==> config.mk <==
export PLATFORM = sky130hd
export DESIGN_NAME = paddle_gen
export DESIGN_NICKNAME = d
export VERILOG_FILES = /design/src/rtl/paddle_gen.sv
export SDC_FILE = /design/constraint.sdc
export NUM_CORES = 1
export LEC_CHECK = 0
export CAP_MARGIN = 20
export CORE_ASPECT_RATIO = 1.5
export CORE_MARGIN = 5
export CORE_UTILIZATION = 48
export DETAILED_ROUTE_END_ITERATION = 8
export PLACE_DENSITY = 0.89
export SKIP_CTS_REPAIR_TIMING = 1
export SLEW_MARGIN = 0
export SYNTH_ARGS = -nofsm -noshare
export SYNTH_HDL_FRONTEND = slang
export SYNTH_SLANG_ARGS = --single-unit
==> constraint.sdc <==
create_clock -name clk -period 4.5 [get_ports clk]
set_input_delay 1.125 -clock clk [delete_from_list [all_inputs] [get_ports clk]]
set_output_delay 1.125 -clock clk [all_outputs]
set_load 0.02 [all_outputs]
==> src/rtl/paddle_gen.sv <==
// Parametrised brick-breaker paddle: tick-paced movement, edge clamping, centred width select.
// Define PADDLE_ACCEL_EN to enable hold-to-accelerate; otherwise speed is fixed at 1.
module paddle_gen #(
    parameter int          SCREEN_W    = 640,
    parameter int          SCREEN_H    = 480,
    parameter int          PAD_W       = 100,
    parameter int          PAD_H       = 20,
    parameter int          PAD_Y       = 440,
    parameter int          TICK_DIV    = 208333,
    parameter int          MAX_SPEED   = 4,
    parameter int          ACCEL_TICKS = 16,
    parameter logic [23:0] COLOR       = 24'h696969
) (
    input  logic        clk,
    input  logic        rst,
    input  logic [1:0]  KEY,
    input  logic [1:0]  width_sel,
    input  logic [9:0]  x,
    input  logic [9:0]  y,
    input  logic        active_pixels,
    output logic [23:0] vga_color,
    output logic [9:0]  paddle_x,
    output logic [9:0]  paddle_y,
    output logic [9:0]  paddle_width,
    output logic [9:0]  paddle_height,
    output logic [2:0]  paddle_speed
);

    typedef enum logic [1:0] {DIR_IDLE, DIR_LEFT, DIR_RIGHT} dir_e;

    localparam logic [11:0] SW12   = 12'(SCREEN_W);
    localparam logic [9:0]  W_FULL = 10'(PAD_W);
    localparam logic [9:0]  W_HALF = 10'(PAD_W / 2);
    localparam logic [9:0]  W_QTR  = 10'(PAD_W / 4);
    localparam logic [9:0]  X_RST  = 10'((SCREEN_W - PAD_W) / 2);
    localparam logic [11:0] Y_TOP  = 12'(PAD_Y);
    localparam logic [11:0] Y_END  = 12'(PAD_Y + PAD_H);
    localparam logic [11:0] Y_LIM  = 12'(SCREEN_H);

    logic [19:0] tick_cnt_q, tick_cnt_d;
    logic        tick_q, tick_d;
    logic [9:0]  x_q, x_d;
    logic [9:0]  w_q, w_d;
    logic [2:0]  speed_q;
    dir_e        dir;
    logic [9:0]  w_new;

    always_comb begin
        tick_d     = (tick_cnt_q == 20'(TICK_DIV));
        tick_cnt_d = tick_d ? 20'd0 : tick_cnt_q + 20'd1;
    end

    always_comb begin
        dir = DIR_IDLE;
        if (!KEY[1] && KEY[0])
            dir = DIR_LEFT;
        else if (!KEY[0] && KEY[1])
            dir = DIR_RIGHT;
        case (width_sel)
            2'd1:    w_new = W_HALF;
            2'd2:    w_new = W_QTR;
            default: w_new = W_FULL;
        endcase
    end

`ifdef PADDLE_ACCEL_EN
    logic [2:0]  speed_d;
    logic [15:0] hold_q, hold_d;
    dir_e        last_dir_q, last_dir_d;

    // hold_cnt counts held ticks including the one that started the press,
    // so every ACCEL_TICKS consecutive held ticks raise the speed by one.
    always_comb begin
        speed_d    = speed_q;
        hold_d     = hold_q;
        last_dir_d = last_dir_q;
        if (tick_q) begin
            last_dir_d = dir;
            if (dir == DIR_IDLE) begin
                speed_d = 3'd1;
                hold_d  = 16'd0;
            end else if (dir != last_dir_q) begin
                speed_d = 3'd1;
                hold_d  = 16'd1;
            end else if (hold_q >= 16'(ACCEL_TICKS - 1)) begin
                hold_d = 16'd0;
                if (speed_q < 3'(MAX_SPEED))
                    speed_d = speed_q + 3'd1;
            end else begin
                hold_d = hold_q + 16'd1;
            end
        end
    end

    always_ff @(posedge clk or negedge rst) begin
        if (!rst) begin
            speed_q    <= 3'd1;
            hold_q     <= 16'd0;
            last_dir_q <= DIR_IDLE;
        end else begin
            speed_q    <= speed_d;
            hold_q     <= hold_d;
            last_dir_q <= last_dir_d;
        end
    end
`else
    assign speed_q = 3'd1;
`endif

    logic [11:0]        x_ext, w_ext, spd_ext, wn_ext, x_left, x_right, x_wc;
    logic signed [11:0] diff, nx, max_x;

    always_comb begin
        x_ext   = {2'b00, x_q};
        w_ext   = {2'b00, w_q};
        wn_ext  = {2'b00, w_new};
        spd_ext = {9'd0, speed_q};
        x_left  = (x_ext >= spd_ext) ? x_ext - spd_ext : 12'd0;
        x_right = (x_ext + w_ext + spd_ext <= SW12) ? x_ext + spd_ext : SW12 - w_ext;
        // Re-centre on width change: shift by half the width difference, then clamp.
        diff  = $signed(w_ext) - $signed(wn_ext);
        nx    = $signed(x_ext) + diff / 12'sd2;
        max_x = $signed(SW12 - wn_ext);
        if (nx < 12'sd0)
            x_wc = 12'd0;
        else if (nx > max_x)
            x_wc = max_x;
        else
            x_wc = nx;

        x_d = x_q;
        w_d = w_q;
        if (tick_q) begin
            if (w_new != w_q) begin
                w_d = w_new;
                x_d = 10'(x_wc);
            end else if (dir == DIR_LEFT) begin
                x_d = 10'(x_left);
            end else if (dir == DIR_RIGHT) begin
                x_d = 10'(x_right);
            end
        end
    end

    always_ff @(posedge clk or negedge rst) begin
        if (!rst) begin
            tick_cnt_q <= 20'd0;
            tick_q     <= 1'b0;
            x_q        <= X_RST;
            w_q        <= W_FULL;
        end else begin
            tick_cnt_q <= tick_cnt_d;
            tick_q     <= tick_d;
            x_q        <= x_d;
            w_q        <= w_d;
        end
    end

    logic [11:0] px_ext, py_ext;
    logic        in_paddle;

    always_comb begin
        px_ext    = {2'b00, x};
        py_ext    = {2'b00, y};
        in_paddle = (px_ext >= x_ext) && (px_ext < x_ext + w_ext) &&
                    (py_ext >= Y_TOP) && (py_ext < Y_END) && (py_ext < Y_LIM);
        vga_color = (active_pixels && in_paddle) ? COLOR : 24'h000000;
    end

    assign paddle_x      = x_q;
    assign paddle_y      = 10'(PAD_Y);
    assign paddle_width  = w_q;
    assign paddle_height = 10'(PAD_H);
    assign paddle_speed  = speed_q;

endmodule

==> results.yml <==
outcome:
  status: "complete, but fails checks"
  failed_checks: "setup timing"
sta:
  timing_worst_slew_pin_value_ns: 0.899
  layout_min_cycle_time_ns: 5.54
  finalSetupViolCount: 22
  hold_viol: 0
  timing.slew.headroom: 0.395
  clock.fmax_mhz: 180
  grt_setup_unrepaired: "yes"
  final_min_period_over_clock_period: 1.23
  final.setup_skew_ns: 0.00582
  timing_max_transition_violations_final: 0
  final.setup.worst_slack_ns: -1.04
routing:
  wire_per_inst_um: 17.3
  drt-total-wl_um: 14000
  remaining_drc_errors: 0
  drt_iter0_markers: 170
  route.antenna.remaining_nets: 0
  vias_per_cell: 5.68
  drt_first_pass_iters: 4
  route.vias.total: 4583
placed_design:
  detailed_place_hpwl_um: 11000
  gp_congestion: 0.959
  buffers_added_on_ports: 53
  pre_cts_slack_ns: -1.71
  dpl_cell_area_mm2: 0.00570
yosys:
  yosysWarningCount: 0
  most_common_flop_cell_mapped_by_yosys: "dfrtp_1"
  syn_area_mm2: 0.00457
  syn_inst: 562
  synth_seq_cells: 36
  post_synth_edffs: 0
  post_synth.cell_area_avg_um2: 8.13
  synth_sequential_area_ratio: 0.199
  proportion_of_synthesized_flip_flops_having_asynchronous_set_or_reset: 1.00
  synth.distinct_cells: 59
floorplanning:
  design.portCount: 94
  floorplan.die.width_um: 89.7
  fp.dieArea_mm2: 0.0116
  rows: 43
  start_util: 0.491
  chipHeight_um: 130
  core_area_mm2: 0.00931
final_layout:
  final_net_count: 783
  finalInstanceArea_mm2: 0.00612
  insertedDiodeCount: 0
  final_common_cell: "buf_4"
  final_cell_mix: "buf_4, ha_1, nor2_1, conb_1, clkdlybuf4s50_1"
  areaGrowthSynthToFinish_pct: 33.9
  drive_above_1_share: 0.255
power_and_ir_drop:
  power.leakage_nw: 2.74
  pwr-share-seq: 0.303
  power_switching_share: 0.318
  p_per_area_mw_per_mm2: 175
  design_power_total_mw: 1.07
  ir_drop_v: 0.000259
  clock_power_share: 0.333
  power_report.internal_total_mw: 0.730
  p_sw_mw: 0.340
  pwr-share-comb: 0.364
setup_path:
  timing.critical_path.to_type: "flop"
  worst-setup-path-type: "primary input to flop"
  type_of_element_launching_the_critical_path: "primary input"
  required_worst_endpoint_ns: 4.66
  path_max_fanout: 5
  cp.arrival_ns: 5.70
clocking:
  cts_num_sinks: 36
  insertion_delay_ns: 0.29
  cts_root_buffer: "clkbuf_16"
  cts_made_buffers: 5
  clock_tree_from_tritoncts: "yes"
  htree_levels: 2
  clockBufferDepth: 2
  cts.reportedPaths.clkPinSlew_ns: 0.05
flow_run:
  drv.max_cap_violation_count: 0
worst_hold_path:
  worstHoldPathType: "flop to flop"
global_routing:
  first_global_vias: 4513
  grt_pass1_wl_um: 20600
  grt_overflow_total: 0
  antenna_found_initial: 0
  grt_usage: 0.228
  grt_start_max_net_pins: 37
[critical path, stage by stage]
cell	delay, ns
buf_8	0.08
inv_4	0.03
ha_4	0.16
ha_4	0.16
fa_2	0.39
nor2b_2	0.13
nor3_2	0.06
or3_4	0.39
a31oi_4	0.20
nor2_2	0.07
fa_2	0.40
inv_2	0.07
fa_2	0.20
nor2b_2	0.05
o21a_1	0.20
a311oi_2	0.27
xnor2_1	0.13
ha_1	0.31
nand4_1	0.13
buf_4	0.17
a211oi_2	0.19
a211oi_2	0.06
o21bai_1	0.20
buf_4	0.20
mux2i_1	0.23
o211ai_1	0.11
[final timing paths]
check	from	end	slack, ns	cells past startpoint
hold / removal	tick_cnt_q[19]	tick_cnt_q[19]	0.47	1
setup / recovery	width_sel[0]	paddle_x[6]	-1.04	26
hold reg to reg	tick_cnt_q[19]	tick_cnt_q[19]	0.47	1
max in group asynchronous	rst	paddle_width[3]	2.89	2
setup reg to reg	paddle_width[3]	paddle_x[6]	-0.55	25
min in group asynchronous	rst	paddle_x[9]	1.25	2
[power by group through the flow]
stage / Sequential, mW / Clock [mW] / Combinational (mW)
2_1_floorplan: 0.330 / 0 / 0.235
3_3_place_gp: 0.330 / 0 / 0.329
3_5_place_dp: 0.330 / 0 / 0.341
4_1_cts: 0.324 / 0.364 / 0.345
5_1_grt: 0.324 / 0.378 / 0.421
6_report: 0.324 / 0.356 / 0.390
[cell type report]
| type | count | area [um2] |
|---|---|---|
| Multi-Input combinational cell | 462 | 3480 |
| Fill cell | 712 | 3190 |
| Timing Repair Buffer | 152 | 1300 |
| Sequential cell | 36 | 911 |
| Clock buffer | 7 | 143 |
| Inverter | 37 | 141 |
| Tap cell | 112 | 140 |
| Clock inverter | 1 | 7.51 |
[metal layers]
layer	routed length, um	track usage
met2	7590	0.435
met5	0	0
met3	540	0.0210
met1	4800	0.214
met4	1030	0.168
[state kept, by name, summed over array words and instances, names as in the netlist]
signal	flops
paddle_x	10
paddle_width	5
tick_q	1
tick_cnt_q	20
[cell usage after synthesis, drive strengths merged, types with 13 or more instances]
master / instances / area (um2)
nor2: 49 / 184
a21oi: 25 / 125
mux2i: 13 / 130
inv: 36 / 135
xor2: 14 / 123
xnor2: 35 / 307
nand2: 36 / 135
nand3: 23 / 115
dfrtp: 30 / 751
o21ai: 37 / 185
buf: 55 / 404
ha: 58 / 726
a21o: 16 / 120
[through the flow]
stage,utilization,TNS [ns],hold WS (ns),std cells
2_1_floorplan,-,-10.05,0.447,600
3_3_place_gp,0.612,-24.66,0.463,791
3_5_place_dp,0.612,-26.45,0.464,791
4_1_cts,0.628,-23.73,0.475,799
5_1_grt,0.657,-14.68,0.504,807
6_report,0.657,-11.28,0.475,807
[cells by family after synthesis]
family          count (synthesis)  synth area share
compound gates                130             0.194
xor+xnor                       49            0.0939
fa+ha+maj                      62             0.176
buf+inv                       102             0.127
flops                          36             0.199
mux                            13            0.0285
other cells                     2           0.00164
simple gates                  168             0.180
No activity file was read; power rests on OpenSTA's default activity.
